--- src/rtl/uart_tx_rx.sv ---
// UART transmitter + receiver sharing one clock and a synchronous
// active-high reset. Frame: start(0), BITS_PER_WORD data LSB first, stop(1).

// Transmitter: registered line output, one word latched per handshake.
module uart_tx #(
  parameter int CLOCKS_PER_PULSE = 10,
  parameter int BITS_PER_WORD    = 8
) (
  input  logic                     clk,
  input  logic                     rstn,
  input  logic                     s_valid,
  input  logic [BITS_PER_WORD-1:0] s_data,
  output logic                     s_ready,
  output logic                     tx
);
  localparam int PW = $clog2(CLOCKS_PER_PULSE);
  localparam int BW = $clog2(BITS_PER_WORD + 1);
  localparam logic [PW-1:0] P_LAST = PW'(CLOCKS_PER_PULSE - 1);
  localparam logic [BW-1:0] B_LAST = BW'(BITS_PER_WORD - 1);

  localparam logic [1:0] IDLE  = 2'd0;
  localparam logic [1:0] START = 2'd1;
  localparam logic [1:0] DATA  = 2'd2;
  localparam logic [1:0] STOP  = 2'd3;

  logic [1:0]               state_q, state_d;
  logic [PW-1:0]            pcnt_q, pcnt_d;
  logic [BW-1:0]            bcnt_q, bcnt_d;
  logic [BITS_PER_WORD-1:0] data_q, data_d;
  logic                     tx_q, tx_d;

  // Ready is gated by reset so it reads 0 during reset and 1 on the
  // very first cycle after reset is released.
  assign s_ready = (state_q == IDLE) & ~rstn;
  assign tx      = tx_q;

  // Next-state: each bit lasts CLOCKS_PER_PULSE cycles; data shifts out LSB first.
  always_comb begin
    state_d = state_q;
    pcnt_d  = pcnt_q;
    bcnt_d  = bcnt_q;
    data_d  = data_q;
    tx_d    = tx_q;
    if (state_q == IDLE) begin
      if (s_valid) begin
        data_d  = s_data;
        state_d = START;
        tx_d    = 1'b0;
        pcnt_d  = '0;
        bcnt_d  = '0;
      end
    end else if (pcnt_q == P_LAST) begin
      pcnt_d = '0;
      case (state_q)
        START: begin
          state_d = DATA;
          tx_d    = data_q[0];
          data_d  = data_q >> 1;
        end
        DATA: begin
          if (bcnt_q == B_LAST) begin
            state_d = STOP;
            tx_d    = 1'b1;
          end else begin
            bcnt_d = bcnt_q + 1'b1;
            tx_d   = data_q[0];
            data_d = data_q >> 1;
          end
        end
        default: begin
          state_d = IDLE;
          tx_d    = 1'b1;
        end
      endcase
    end else begin
      pcnt_d = pcnt_q + 1'b1;
    end
  end

  // State registers with synchronous reset; line idles high.
  always_ff @(posedge clk) begin
    if (rstn) begin
      state_q <= IDLE;
      pcnt_q  <= '0;
      bcnt_q  <= '0;
      data_q  <= '0;
      tx_q    <= 1'b1;
    end else begin
      state_q <= state_d;
      pcnt_q  <= pcnt_d;
      bcnt_q  <= bcnt_d;
      data_q  <= data_d;
      tx_q    <= tx_d;
    end
  end
endmodule

// Receiver: 2-flop synchronizer, centre sampling, framing-error recovery.
module uart_rx #(
  parameter int CLOCKS_PER_PULSE = 10,
  parameter int BITS_PER_WORD    = 8
) (
  input  logic                     clk,
  input  logic                     rstn,
  input  logic                     rx,
  output logic                     m_valid,
  output logic [BITS_PER_WORD-1:0] m_data
);
  localparam int PW = $clog2(CLOCKS_PER_PULSE);
  localparam int BW = $clog2(BITS_PER_WORD + 1);
  localparam logic [PW-1:0] P_LAST = PW'(CLOCKS_PER_PULSE - 1);
  localparam logic [PW-1:0] H_LAST = PW'(CLOCKS_PER_PULSE / 2 - 1);
  localparam logic [BW-1:0] B_LAST = BW'(BITS_PER_WORD - 1);

  localparam logic [1:0] IDLE  = 2'd0;
  localparam logic [1:0] START = 2'd1;
  localparam logic [1:0] DATA  = 2'd2;
  localparam logic [1:0] STOP  = 2'd3;

  logic [1:0]               sync_q;
  logic                     line;
  logic [1:0]               state_q, state_d;
  logic [PW-1:0]            pcnt_q, pcnt_d;
  logic [BW-1:0]            bcnt_q, bcnt_d;
  logic [BITS_PER_WORD-1:0] sr_q, sr_d;
  logic [BITS_PER_WORD-1:0] mdata_q, mdata_d;
  logic                     mvalid_q, mvalid_d;
  logic                     err_q, err_d;   // set after a bad stop bit until line returns high

  assign line    = sync_q[1];
  assign m_valid = mvalid_q;
  assign m_data  = mdata_q;

  // Next-state: find start edge, confirm at half period, then sample every period.
  always_comb begin
    state_d  = state_q;
    pcnt_d   = pcnt_q;
    bcnt_d   = bcnt_q;
    sr_d     = sr_q;
    mdata_d  = mdata_q;
    mvalid_d = 1'b0;
    err_d    = err_q;
    case (state_q)
      IDLE: begin
        if (err_q) begin
          if (line) err_d = 1'b0;
        end else if (!line) begin
          state_d = START;
          pcnt_d  = '0;
        end
      end
      START: begin
        if (pcnt_q == H_LAST) begin
          pcnt_d = '0;
          if (line) begin
            state_d = IDLE;
          end else begin
            state_d = DATA;
            bcnt_d  = '0;
          end
        end else begin
          pcnt_d = pcnt_q + 1'b1;
        end
      end
      DATA: begin
        if (pcnt_q == P_LAST) begin
          pcnt_d = '0;
          sr_d   = {line, sr_q[BITS_PER_WORD-1:1]};
          if (bcnt_q == B_LAST) begin
            state_d = STOP;
            bcnt_d  = '0;
          end else begin
            bcnt_d = bcnt_q + 1'b1;
          end
        end else begin
          pcnt_d = pcnt_q + 1'b1;
        end
      end
      default: begin
        if (pcnt_q == P_LAST) begin
          pcnt_d  = '0;
          state_d = IDLE;
          if (line) begin
            mdata_d  = sr_q;
            mvalid_d = 1'b1;
          end else begin
            err_d = 1'b1;
          end
        end else begin
          pcnt_d = pcnt_q + 1'b1;
        end
      end
    endcase
  end

  // Synchronizer and state registers with synchronous reset.
  always_ff @(posedge clk) begin
    if (rstn) begin
      sync_q   <= 2'b11;
      state_q  <= IDLE;
      pcnt_q   <= '0;
      bcnt_q   <= '0;
      sr_q     <= '0;
      mdata_q  <= '0;
      mvalid_q <= 1'b0;
      err_q    <= 1'b0;
    end else begin
      sync_q   <= {sync_q[0], rx};
      state_q  <= state_d;
      pcnt_q   <= pcnt_d;
      bcnt_q   <= bcnt_d;
      sr_q     <= sr_d;
      mdata_q  <= mdata_d;
      mvalid_q <= mvalid_d;
      err_q    <= err_d;
    end
  end
endmodule

// Top wrapper: independent TX and RX on a shared clock/reset.
module uart_tx_rx #(
  parameter int CLOCKS_PER_PULSE = 10,
  parameter int BITS_PER_WORD    = 8
) (
  input  logic                     clk,
  input  logic                     rstn,
  input  logic                     s_valid,
  input  logic [BITS_PER_WORD-1:0] s_data,
  output logic                     s_ready,
  output logic                     tx,
  input  logic                     rx,
  output logic                     m_valid,
  output logic [BITS_PER_WORD-1:0] m_data
);
  uart_tx #(.CLOCKS_PER_PULSE(CLOCKS_PER_PULSE), .BITS_PER_WORD(BITS_PER_WORD)) u_tx (
    .clk(clk), .rstn(rstn), .s_valid(s_valid), .s_data(s_data),
    .s_ready(s_ready), .tx(tx)
  );

  uart_rx #(.CLOCKS_PER_PULSE(CLOCKS_PER_PULSE), .BITS_PER_WORD(BITS_PER_WORD)) u_rx (
    .clk(clk), .rstn(rstn), .rx(rx), .m_valid(m_valid), .m_data(m_data)
  );
endmodule

--- config.mk ---
export PLATFORM = sky130hd
export DESIGN_NAME = uart_tx_rx
export DESIGN_NICKNAME = d
export VERILOG_FILES = /design/src/rtl/uart_tx_rx.sv
export SDC_FILE = /design/constraint.sdc
export NUM_CORES = 1
export LEC_CHECK = 0
export ABC_CLOCK_PERIOD_IN_PS = 2050
export BUFFER_PORTS_ARGS = -buffer_cell sky130_fd_sc_hd__buf_2
export CAP_MARGIN = 5
export CORE_ASPECT_RATIO = 1.4
export CORE_MARGIN = 2
export CORE_UTILIZATION = 40
export DETAILED_ROUTE_END_ITERATION = 10
export SLEW_MARGIN = 20
export SYNTH_ARGS = -nofsm -noshare
export SYNTH_HDL_FRONTEND = slang
export SYNTH_SLANG_ARGS = --single-unit
--- constraint.sdc ---
create_clock -name clk -period 2.05 [get_ports clk]
set_clock_uncertainty 0.1 [all_clocks]
set_input_delay 0.205 -clock clk [delete_from_list [all_inputs] [get_ports clk]]
set_output_delay 0.205 -clock clk [all_outputs]
set_load 0.1 [all_outputs]
# Word-level counts from Yosys, hierarchy flattened
# Cells that the tools add are included.
# Widths: inputs -> output; s select.
# op_classes
n_shift,0
mux,45
addsub,4
n_eq_ne,20
n_bitwise,5
n_reduce_logical,21
n_div,0
n_mul,0
order_cmp,0
# op_table
op,n
$mux 4,14
$mux 8,4
$mux 2,11
$add 4x1->4 const B,4
$pmux 4 s2,2
$pmux 8 s2,1
$eq 4x3->1 const B,3
$reduce_and 4->1,3
$ne 2x2->1 const B,5
$mux 1,9
$reduce_and 3->1,3
$eq 4x4->1 const B,2
$ne 2x1->1 const B,4
$reduce_bool 2->1,4
$pmux 2 s3,1
$reduce_and 2->1,3
$reduce_and 6->1,1
$reduce_bool 3->1,2
$reduce_or 5->1,1
$eq 2x1->1 const B,2
$eq 2x2->1 const B,2
$logic_not 2->1,2
$not 1->1,4
$pmux 1 s2,2
6 further kinds,6
# totals
inputBits,12
mem_count,0
mem_bits_ro,0
ramBits,0
out_inout_bits,11
regBits,49
latchBits,0
wordCells,108

# Logic depth before layout (Yosys ltp)
# Gate-level depths: netlist of the first run.
# depth
ltp_word,5
mapped_depth,8
mapped_depth_nobuf,6

# By module
# Synthesis of the first run repeated with hierarchy kept, for this count alone.
# unflattened
cells_unflattened,269
area_unflattened_um2,2462.4
# modules_own_cells
mod,area_per_inst_um2,cells_per_inst,n_inst
uart_rx,1392.6,154,1
uart_tx,1069.8,115,1

# Worst setup path after synthesis of the first run
# Ideal clock, no wire load.
# synth_timing
path_kind,register -> output
startpoint,register u_tx.state_q[0]
endpoint,output s_ready
arrival_ns,2.037
t_required_ns,1.745
n_path_buf,1
path_slack_ns,-0.292
path_stages_with_launch,6
cell_sequence,dfxtp_1 > inv_1 > ha_1 > buf_6 > inv_1 > nor2_1
# synth_via
elab_chain_cells,2
# synth_lines
element,line_no,rtl
start: declaration,26,"logic [1:0] state_q, state_d;"
start signal: assignment,89,state_q <= state_d;
$logic_not 2->1,34,assign s_ready = (state_q == IDLE) & ~rstn;
$and 1x1->1,34,
end: declaration,229,"output logic s_ready,"
# No other way between the ends.

# Worst setup path in the final report of the first run
# layout_timing
startpoint,register u_rx.pcnt_q[1]
endpoint,register u_rx.state_q[1]
# layout_via
elab_chain_cells,3
word_cells_on_any_way,6
classes_between,eq/ne: 4; reduce/logical: 2
# layout_lines
element,line_no,rtl
start: declaration,123,"logic [PW-1:0] pcnt_q, pcnt_d;"
start signal: assignment,210,pcnt_q <= pcnt_d;
$eq 4x4->1 or $eq 4x3->1 (tied branches),"166, 180, 153",
$ne 2x1->1 (no line) or $reduce_bool 3->1 (tied branches),-,
$reduce_and 6->1 (no line) *,-,
end signal: assignment,209,state_q <= state_d;
end: declaration,122,"logic [1:0] state_q, state_d;"
# Mark *: on every way between the ends. The rest lies on a longest branch, timed or not.
# A chain may end at the register's enable or synchronous reset.

==> flow_summary.yaml, run 1 <==
place:
  finalWeightedCongestion: 0.8892
  dpl-instance-area_um2: 2673
  port_buffers: 22
  place.detailed.hpwl_um: 3406
  placed_cells_incl_taps: 356
setup_path:
  worst-setup-path-type: "flop to flop"
  timing.critical_path.max_delay_family: "simple AND/OR/NAND/NOR gates"
  worst_path_max_delay_cell: "dfxtp_1"
  cp-start-kind: "flop"
  worst_ep_required_time_ns: 2.18
  cp_num_buf_inv: 1
  timing.critical_path.depth: 6
  crit_path_cell_trace: "inv_1 > ha_1 > and4bb_2 > or3_4 > a31o_2 > a21oi_1"
  reg2regPathDepth: 6
  worst_path_arrival_time_ns: 2.08
  cpPeakStageDelay_ns: 0.42
  cp-end-kind: "flop"
  timing.critical_path.fanout_max: 5
logic_synthesis:
  netlist_top_cells_area: "dfxtp_1, ha_1, mux2i_1, nand2_1, a21oi_1"
  postSynthNetCount: 295
  syn-mean-instance-area_um2: 9.157
  synth_flop_cell: "dfxtp_1"
  ys_ff_latch: 49
  netlist_area_um2: 2445
  async_flop_share_pct: 0
  synth.yosys.warnings: 0
  synth_top_cell_area_share_pct: 40.12
  synthesized_netlist_cell_count: 267
  ys_seq_area_share_pct: 40.12
  synth-edff-count: 0
  cell_type_contributing_the_most_total_cell_area_after_synthesis: "dfxtp_1"
  synth.lib_cells_used.distinct: 54
sta:
  fin_hold_ws_ns: 0.07627
  fmax_mhz: 513.2
  finalCriticalPeriod_ns: 1.948
  timing_hold_violations_final: 0
  final_min_period_over_clock_period_pct: 95.05
  grt_setup_unrepaired: "no"
  max_slew_margin_pct: 54.14
  setup_viol: 0
  timing.setup.tns_ns: 0
  tightest_slew_ns: 0.6806
  max_slew_violation_total_from_the_final_report: 0
cells_and_area:
  final_nets: 322
  layout.cells.most_common_list: "dfxtp_1, nand2_1, nor2_1"
  fillCellCount: 593
  fin_util_pct: 47.95
  fraction_of_final_layout_cells_with_drive_strength_greater_than_1_pct: 20.34
  area_used_by_sequential_logic_in_the_layout_um2: 980.9
  n_antenna_cell: 0
  final_common_cell: "dfxtp_1"
  finalNonFillerCells: 365
  multi_input_area_um2: 1415
  area.growth.synth_to_final_pct: 15.00
  post-route-cell-area_um2: 2811
clock_tree:
  clk_path_buf_depth: 2
  tritoncts_clock_tree: "done"
  cts_made_buffers: 5
  htreeDepth: 2
  clock_tree.root_cell: "clkbuf_8"
  insertion_delay_to_the_later_sink_of_the_worst_skew_pair_ns: 0.30
  clock_sinks: 49
  clk_pin_slew_ns: 0.09
die:
  std_cell_rows: 33
  die_area_um2: 6763
  area_of_the_placeable_core_um2: 5863
  die_width_um: 70.08
  pin_count: 23
  initial_core_utilization_pct: 41.70
  dieHeight_um: 96.51
route:
  detailroute.via_count: 1930
  wl_per_cell_um: 12.94
  finalWirelength_um: 4722
  viasPerCell: 5.288
  postRouteAntennaNets: 0
  first_iter_violations: 95
  dr.pass1.iters: 4
  drc: 0
hold_path:
  timing.hold.worst.class: "input pin to flop"
  hold-path-cell-count: 3
global_routing:
  first_global_vias: 1829
  track_usage_pct: 15.00
  grt_pass1_wl_um: 8266
  antenna_found_initial: 0
  grt_overflow_total: 0
  pin_count_of_the_biggest_net_entering_global_routing: 29
run_status:
  outcome: "complete, no violations"
power_and_ir_drop:
  power.density_cell_area_nw_per_um2: 744.3
  ir_worst_vdd_uv: 355.3
  power_leakage_nw: 1.148
job:
  timing.max_cap.violations: 0
worst reg2reg max path, stage by stage, from the launching register on:
cell	delay, ns
dfxtp_1	0.42
inv_1	0.09
ha_1	0.23
and4bb_2	0.26
or3_4	0.39
a31o_2	0.24
a21oi_1	0.15
area by class of cell:
cell class / count / area share (%)
flip-flops and latches: 49 / 34.89
inverters: 10 / 1.469
multi-input cells: 198 / 50.33
clock buffers: 6 / 2.581
clock inverters: 2 / 0.4895
repair buffers: 30 / 7.121
well taps: 70 / 3.115
final timing paths:
kind                            slack [ns]      startpoint         endpoint
worst min register to register        0.32  u_rx.sync_q[0]   u_rx.sync_q[1]
worst max-delay path                  0.10  u_rx.pcnt_q[1]  u_rx.state_q[1]
worst max register to register        0.10  u_rx.pcnt_q[1]  u_rx.state_q[1]
worst min-delay path                  0.08       s_data[7]   u_tx.data_q[7]
synthesized netlist by cell type (all sizes together), types with 5 or more instances:
| master | n |
|---|---|
| o21ai | 11 |
| clkbuf | 6 |
| inv | 10 |
| mux2i | 17 |
| nor2 | 26 |
| dfxtp | 49 |
| ha | 16 |
| nor2b | 5 |
| a21oi | 23 |
| nand2 | 33 |
| a211oi | 7 |
power by group:
part / total (mW) / switching, mW / internal [mW] / leakage, nW
Combinational: 0.479 / 0.274 / 0.205 / 0.704
Clock: 0.566 / 0.322 / 0.244 / 0.0456
Sequential: 1.05 / 0.0485 / 1.00 / 0.398
Total: 2.09 / 0.644 / 1.45 / 1.15
sequential cells by signal, indices dropped and copies added (netlist names):
name	count
u_tx.state_q	2
u_rx.sync_q	2
u_rx.sr_q	8
u_tx.bcnt_q	4
u_tx.pcnt_q	4
u_tx.data_q	8
u_rx.bcnt_q	4
u_rx.m_data	8
u_rx.m_valid	1
u_tx.tx	1
u_rx.state_q	2
u_rx.err_q	1
u_rx.pcnt_q	4
cell families after synthesis:
family	Yosys count	share of synthesized area [%]
AOI/OAI and AO/OA	59	16.89
buffers and inverters	20	3.685
adders and majority gates	16	8.188
xor gates and xnor gates	2	0.7166
DFF	49	40.12
and+or+nand+nor	104	23.44
muxes	17	6.960
per-stage QoR:
stage	worst slack, ns	total power, mW
after global routing	0.009428	2.217
after floorplan	0.1300	1.409
after CTS	0.002810	2.098
final	0.1016	2.093
after global placement	0.04787	1.513
after detailed placement	0.01436	1.523
metal layers:
metal | up-vias | track usage, % | part of all wire (%)
li1 | 1000 | - | -
met1 | 901 | 18.08 | 46
met2 | 23 | 26.11 | 50
met3 | 6 | 3.008 | 2.4
met4 | 0 | 6.410 | 1.6
met5 | - | 0 | 0
what timing repair did:
item | in CTS | in global routing
setup buffers | 0 | 0
resized for setup | 1 | 8
endpoints found under the hold margin | 1 | 0
endpoints found under the setup margin | 1 | 16
hold buffers | 1 | 0
No activity file was read; power rests on OpenSTA's default activity.
==> run 2, diff against run 1 <==
--- a/config.mk
+++ b/config.mk
@@ -5,13 +5,13 @@
 export SDC_FILE = /design/constraint.sdc
 export NUM_CORES = 1
 export LEC_CHECK = 0
-export ABC_CLOCK_PERIOD_IN_PS = 2050
-export BUFFER_PORTS_ARGS = -buffer_cell sky130_fd_sc_hd__buf_2
+export ABC_CLOCK_PERIOD_IN_PS = 2380
 export CAP_MARGIN = 5
 export CORE_ASPECT_RATIO = 1.4
 export CORE_MARGIN = 2
 export CORE_UTILIZATION = 40
 export DETAILED_ROUTE_END_ITERATION = 10
+export DONT_BUFFER_PORTS = 1
 export SLEW_MARGIN = 20
 export SYNTH_ARGS = -nofsm -noshare
 export SYNTH_HDL_FRONTEND = slang
==> constraint.sdc (replaced) <==
create_clock -name clk -period 2.38 [get_ports clk]
set_clock_uncertainty 0.1 [all_clocks]
set_input_delay 0.238 -clock clk [delete_from_list [all_inputs] [get_ports clk]]
set_output_delay 0.238 -clock clk [all_outputs]
set_load 0.1 [all_outputs]
==> run 2 against run 1 <==
Sequential power decreased by 14%. Cell count decreased by 3.6%. First-iteration DRC count down 11%. Critical path depth unchanged. Clock power rose by 7.4%. Total power down 10%. Core utilization fell by 0.92 points. Worst setup slack improved by 0.17 ns. Count of clock-buffer cells in the layout shrank 1. Fmax down 7.5%.
==> flow_summary.yaml, run 2 (synthesis results as in run 1) <==
setup_path:
  timing.reg2reg.setup_slack_ns: 0.27
  worst_path_arrival_time_ns: 2.24
  crit-reg2reg-capture: "u_tx.bcnt_q[3]"
  cp-start-kind: "flop"
  timing.critical_path.max_delay_family: "simple AND/OR/NAND/NOR gates"
  reg2regPathDepth: 6
  worst_path_max_delay_cell: "or4_1"
  crit_path_cell_trace: "inv_1 > ha_1 > and4bb_1 > a21oi_2 > or4_1 > a21boi_1"
  r2r_start: "u_tx.state_q[0]"
  worst-setup-path-type: "flop to flop"
  timing.critical_path.fanout_max: 11
  cpPeakStageDelay_ns: 0.52
  worst_ep_required_time_ns: 2.52
  cp-end-kind: "flop"
  cp_num_buf_inv: 1
die:
  initial_core_utilization_pct: 41.70
  std_cell_rows: 33
  die_width_um: 70.08
  pin_count: 23
  area_of_the_placeable_core_um2: 5863
  dieHeight_um: 96.51
  die_area_um2: 6763
clock_tree:
  insertion_delay_to_the_later_sink_of_the_worst_skew_pair_ns: 0.31
  clock_tree.root_cell: "clkbuf_8"
  clk_pin_slew_ns: 0.09
  clock_sinks: 49
  postCtsResizedCells: 0
  clk_path_buf_depth: 2
  htreeDepth: 2
  tritoncts_clock_tree: "done"
  cts_made_buffers: 5
global_routing:
  first_global_vias: 1739
  antenna_found_initial: 0
  grt_overflow_total: 0
  pin_count_of_the_biggest_net_entering_global_routing: 44
  grt_pass1_wl_um: 7728
  track_usage_pct: 14.10
sta:
  grt_setup_unrepaired: "no"
  timing_hold_violations_final: 0
  setup_viol: 0
  fmax_mhz: 474.7
  max_slew_margin_pct: 57.56
  final_min_period_over_clock_period_pct: 88.51
  tightest_slew_ns: 0.6300
  finalCriticalPeriod_ns: 2.107
  timing.setup.tns_ns: 0
  max_slew_violation_total_from_the_final_report: 0
cells_and_area:
  layout.cells.most_common_list: "dfxtp_1, nand2_1, nor2_1"
  final_nets: 309
  multi_input_area_um2: 1376
  finalNonFillerCells: 352
  fillCellCount: 584
  final_common_cell: "dfxtp_1"
  n_antenna_cell: 0
  area_used_by_sequential_logic_in_the_layout_um2: 980.9
  fraction_of_final_layout_cells_with_drive_strength_greater_than_1_pct: 13.83
  area.growth.synth_to_final_pct: 12.79
route:
  finalWirelength_um: 4571
  postRouteAntennaNets: 0
  dr.pass1.iters: 4
  first_iter_violations: 85
  wl_per_cell_um: 12.99
  viasPerCell: 5.358
  detailroute.via_count: 1886
  drc: 0
power_and_ir_drop:
  power_leakage_nw: 1.109
  overall_power_mw: 1.879
  power.density_cell_area_nw_per_um2: 681.2
  ir_worst_vdd_uv: 417.1
place:
  placed_cells_incl_taps: 340
  finalWeightedCongestion: 0.7413
  place.detailed.hpwl_um: 3057
  port_buffers: 0
hold_path:
  hold-path-cell-count: 2
  whs_endpoint: "u_tx.pcnt_q[3]"
  holdCritStartpoint: "s_valid"
  timing.hold.worst.class: "input pin to flop"
run_status:
  outcome: "complete, no violations"
job:
  timing.max_cap.violations: 0
==> run 2: layout make-up <==
cell class / instances / share of cell area, %
flip-flops and latches: 49 / 35.57
multi-input cells: 198 / 49.91
repair buffers: 17 / 5.808
clock buffers: 5 / 2.495
clock inverters: 3 / 1.679
inverters: 10 / 1.361
well taps: 70 / 3.176
==> run 2: worst reg2reg max path, cell delays in order, from the launching register on <==
cell      delay, ns
dfxtp_1        0.40
inv_1          0.09
ha_1           0.33
and4bb_1       0.38
a21oi_2        0.08
or4_1          0.52
a21boi_1       0.15
==> run 2: routing by layer <==
metal  up-vias  global-route usage, %  wire length (um)
met5         -                      0                 0
met4         0                  6.731               115
met3         8                  2.593               110
met2        23                  25.32              2231
met1       882                  16.22              2113
li1        973                      -                 -
==> run 2: per-stage QoR <==
stage / instance area, um2 / setup WS, ns / hold slack [ns] / util, %
3_5_place_dp: 2592 / 0.3138 / 0.2099 / 44.22
3_3_place_gp: 2592 / 0.3903 / 0.2080 / 44.22
4_1_cts: 2758 / 0.2722 / 0.007489 / 47.03
2_1_floorplan: 2445 / 0.004819 / 0.2418 / -
6_report: 2758 / 0.2735 / 0.01868 / 47.03
5_1_grt: 2758 / 0.07198 / 0.03511 / 47.03
==> run 2: worst max path at each step <==
stage                          startpoint              to  slack, ns  depth (start not counted)
after global routing      u_tx.state_q[0]  u_tx.data_q[0]       0.07                          7
final                     u_tx.state_q[0]  u_tx.bcnt_q[3]       0.27                          6
after global placement    u_tx.state_q[0]  u_tx.bcnt_q[3]       0.39                          6
after detailed placement  u_tx.state_q[0]  u_tx.data_q[0]       0.31                          7
after CTS                 u_tx.state_q[0]  u_tx.bcnt_q[3]       0.27                          6
after floorplan           u_tx.state_q[0]         s_ready      0.005                          5
==> run 2: where the power goes <==
group / internal (mW) / switching (mW) / total [mW]
registers: 0.861 / 0.0389 / 0.900
clock network: 0.315 / 0.293 / 0.608
logic: 0.151 / 0.220 / 0.371
total: 1.33 / 0.551 / 1.88
==> run 2: repair_timing <==
item	CTS	global route
hold endpoints to repair	43	0
buffers inserted	0	0
hold buffers	4	0
==> run 3, diff against run 2 <==
--- a/config.mk
+++ b/config.mk
@@ -5,13 +5,17 @@
 export SDC_FILE = /design/constraint.sdc
 export NUM_CORES = 1
 export LEC_CHECK = 0
-export ABC_CLOCK_PERIOD_IN_PS = 2380
+export ABC_AREA = 1
+export ABC_CLOCK_PERIOD_IN_PS = 2610
 export CAP_MARGIN = 5
+export CELL_PAD_IN_SITES_DETAIL_PLACEMENT = 1
+export CELL_PAD_IN_SITES_GLOBAL_PLACEMENT = 1
 export CORE_ASPECT_RATIO = 1.4
 export CORE_MARGIN = 2
 export CORE_UTILIZATION = 40
 export DETAILED_ROUTE_END_ITERATION = 10
 export DONT_BUFFER_PORTS = 1
+export PLACE_DENSITY_LB_ADDON = 0.1
 export SLEW_MARGIN = 20
 export SYNTH_ARGS = -nofsm -noshare
 export SYNTH_HDL_FRONTEND = slang
==> constraint.sdc (replaced) <==
create_clock -name clk -period 2.61 [get_ports clk]
set_clock_uncertainty 0.1 [all_clocks]
set_input_delay 0.261 -clock clk [delete_from_list [all_inputs] [get_ports clk]]
set_output_delay 0.261 -clock clk [all_outputs]
set_load 0.1 [all_outputs]
==> run 3 against run 2 <==
Fmax is 11% higher. Sequential cell count unchanged. Clock power is 25% lower. Register-to-register slack better by 0.43 ns. Wire length is 18% higher. Worst hold slack gained 0.057 ns. Total power up 24%. Cell count increased by 14%. Final area is 3.4% lower. Global-route usage rose by 3.6 points. Critical path type unchanged.
==> flow_summary.yaml, run 3 <==
setup_path:
  timing.critical_path.depth: 9
  worst_path_max_delay_cell: "ha_1"
  r2r_start: "u_rx.state_q[0]"
  cp-start-kind: "flop"
  crit-reg2reg-capture: "u_rx.bcnt_q[1]"
  timing.critical_path.max_delay_family: "adder cells"
  crit_path_start: "u_rx.state_q[0]"
  cpPeakStageDelay_ns: 0.50
  worst_ep_required_time_ns: 2.67
  cp-end-kind: "flop"
  timing.reg2reg.setup_slack_ns: 0.71
  cp_num_buf_inv: 3
  worst_path_arrival_time_ns: 1.96
  crit_path_cell_trace: "inv_1 > ha_1 > inv_2 > nor2_1 > nor2_1 > nor2_2 > inv_2 > nand2_1 > a21oi_1"
  reg2regPathDepth: 9
  timing.critical_path.fanout_max: 15
  timing.critical_path.to: "u_rx.bcnt_q[1]"
  worst-setup-path-type: "flop to flop"
sta:
  timing_hold_violations_final: 0
  final_min_period_over_clock_period_pct: 72.86
  tightest_slew_ns: 0.9526
  max_slew_violation_total_from_the_final_report: 0
  fmax_mhz: 525.9
  grt_setup_unrepaired: "no"
  setup_viol: 0
  timing.setup.tns_ns: 0
  finalCriticalPeriod_ns: 1.902
  max_slew_margin_pct: 36.41
route:
  first_iter_violations: 57
  postRouteAntennaNets: 0
  viasPerCell: 5.154
  wl_per_cell_um: 13.40
  detailroute.via_count: 2077
  finalWirelength_um: 5402
  dr.pass1.iters: 4
  drc: 0
power_and_ir_drop:
  share_clk_of_total_power_pct: 19.7
  ir_worst_vdd_uv: 542.4
  p_sw_mw: 0.9661
  internal_power_mw: 1.366
  p_seq_share_pct: 40.4
  power.density_cell_area_nw_per_um2: 875.6
  power_leakage_nw: 1.108
  swShare_pct: 41.42
  power_frac_comb_pct: 39.9
run_status:
  outcome: "complete, no violations"
logic_synthesis:
  synth.lib_cells_used.distinct: 35
  async_flop_share_pct: 0
  cell_type_contributing_the_most_total_cell_area_after_synthesis: "dfxtp_1"
  synth_flop_cell: "dfxtp_1"
  syn-mean-instance-area_um2: 7.570
  synth-edff-count: 0
  netlist_area_um2: 2430
  ys_seq_area_share_pct: 40.37
  netlist_top_cells_count: "nand2_1, nor2_1, dfxtp_1"
  synthesized_netlist_cell_count: 321
  synth_top_cell_area_share_pct: 40.37
  netlist_top_cells_area: "dfxtp_1, ha_1, nand2_1, nor2_1, nand3_1"
  postSynthNetCount: 349
  ys_ff_latch: 49
  yosys.cell_count.top_type: "nand2_1"
  synth.yosys.warnings: 0
place:
  port_buffers: 0
  dpl-instance-area_um2: 2552
  placed_cells_incl_taps: 393
  place.detailed.hpwl_um: 3923
  finalWeightedCongestion: 0.7960
cells_and_area:
  area.growth.synth_to_final_pct: 9.629
  n_antenna_cell: 0
  post-route-cell-area_um2: 2664
  fraction_of_final_layout_cells_with_drive_strength_greater_than_1_pct: 12.91
  fin_util_pct: 45.43
  final_nets: 360
  finalNonFillerCells: 403
  layout.cells.most_common_list: "nand2_1, nor2_1, dfxtp_1"
  final_common_cell: "nand2_1"
  multi_input_area_um2: 1304
  fillCellCount: 734
  area_used_by_sequential_logic_in_the_layout_um2: 980.9
global_routing:
  first_global_vias: 2126
  grt_pass1_wl_um: 9777
  antenna_found_initial: 0
  pin_count_of_the_biggest_net_entering_global_routing: 27
  track_usage_pct: 17.65
  grt_overflow_total: 0
die:
  std_cell_rows: 33
  die_area_um2: 6723
  die_width_um: 69.87
  pin_count: 23
  dieHeight_um: 96.22
  area_of_the_placeable_core_um2: 5863
  initial_core_utilization_pct: 41.44
clock_tree:
  clock_tree.root_cell: "clkbuf_8"
  tritoncts_clock_tree: "done"
  insertion_delay_to_the_later_sink_of_the_worst_skew_pair_ns: 0.30
  clk_pin_slew_ns: 0.10
  clk_path_buf_depth: 2
  htreeDepth: 2
  post_cts_buffers: 0
  holdBufCountCts: 2
  postCtsResizedCells: 0
  clock_sinks: 49
  cts_made_buffers: 5
job:
  timing.max_cap.violations: 0
hold_path:
  timing.hold.worst.class: "input pin to flop"
## run 3: worst min path at each step
| stage | startpoint | endpoint | slack, ns | cells after the start |
|---|---|---|---|---|
| 2_1_floorplan | rx | u_rx.sync_q[0] | 0.26 | 1 |
| 3_3_place_gp | rstn | u_tx.state_q[1] | 0.23 | 1 |
| 3_5_place_dp | rstn | u_tx.state_q[1] | 0.23 | 1 |
| 4_1_cts | s_valid | u_tx.pcnt_q[0] | 0.07 | 3 |
| 5_1_grt | s_valid | u_tx.pcnt_q[0] | 0.08 | 3 |
| 6_report | s_valid | u_tx.pcnt_q[0] | 0.08 | 3 |
## run 3: logic make-up (layout without fill, tap and decap cells)
logic type,Yosys count,after routing,synth area share (%)
AO/OA/AOI/OAI,53,53,12.00
flip-flops,49,49,40.37
buffers and inverters,37,49,6.076
AND/OR/NAND/NOR,156,156,29.35
adder cells (fa/ha/maj),16,16,8.239
multiplexers,7,7,2.884
XOR/XNOR,3,3,1.082
## run 3: per-layer routing
layer | GRT usage (%) | share of wire (%) | vias to the layer above
met1 | 19.04 | 43 | 975
met3 | 2.827 | 2.7 | 4
met4 | 4.968 | 1.1 | 0
met5 | 0 | 0 | -
li1 | - | - | 1073
met2 | 35.24 | 53 | 25
## run 3: per-stage QoR
step           power (mW)  hold slack, ns  setup slack, ns
5_1_grt             2.526         0.08087           0.5360
6_report            2.333         0.07614           0.7084
3_5_place_dp        1.893          0.2322           0.7746
2_1_floorplan       1.710          0.2648           0.2545
4_1_cts             2.367         0.06736           0.6905
3_3_place_gp        1.871          0.2322           0.8377
## run 3: worst min-delay path: cells and delay by family
| family | cells | cell delay, ns |
|---|---|---|
| AO/OA/AOI/OAI | 1 | 0.07 |
| AND/OR/NAND/NOR | 1 | 0.03 |
| buffers and inverters | 1 | 0.08 |
## run 3: cell type report
type | count | area share [%]
multi-input cells | 235 | 48.94
well taps | 70 | 3.288
clock inverters | 3 | 0.8455
clock buffers | 5 | 2.583
repair buffers | 11 | 3.288
flip-flops and latches | 49 | 36.82
inverters | 30 | 4.227
## run 3: power groups by stage
stage	Combinational [mW]	Sequential, mW	Clock, mW
6_report	0.931	0.942	0.459
5_1_grt	1.06	0.963	0.506
4_1_cts	0.942	0.945	0.480
3_5_place_dp	0.931	0.962	0
3_3_place_gp	0.916	0.956	0
2_1_floorplan	0.729	0.981	0
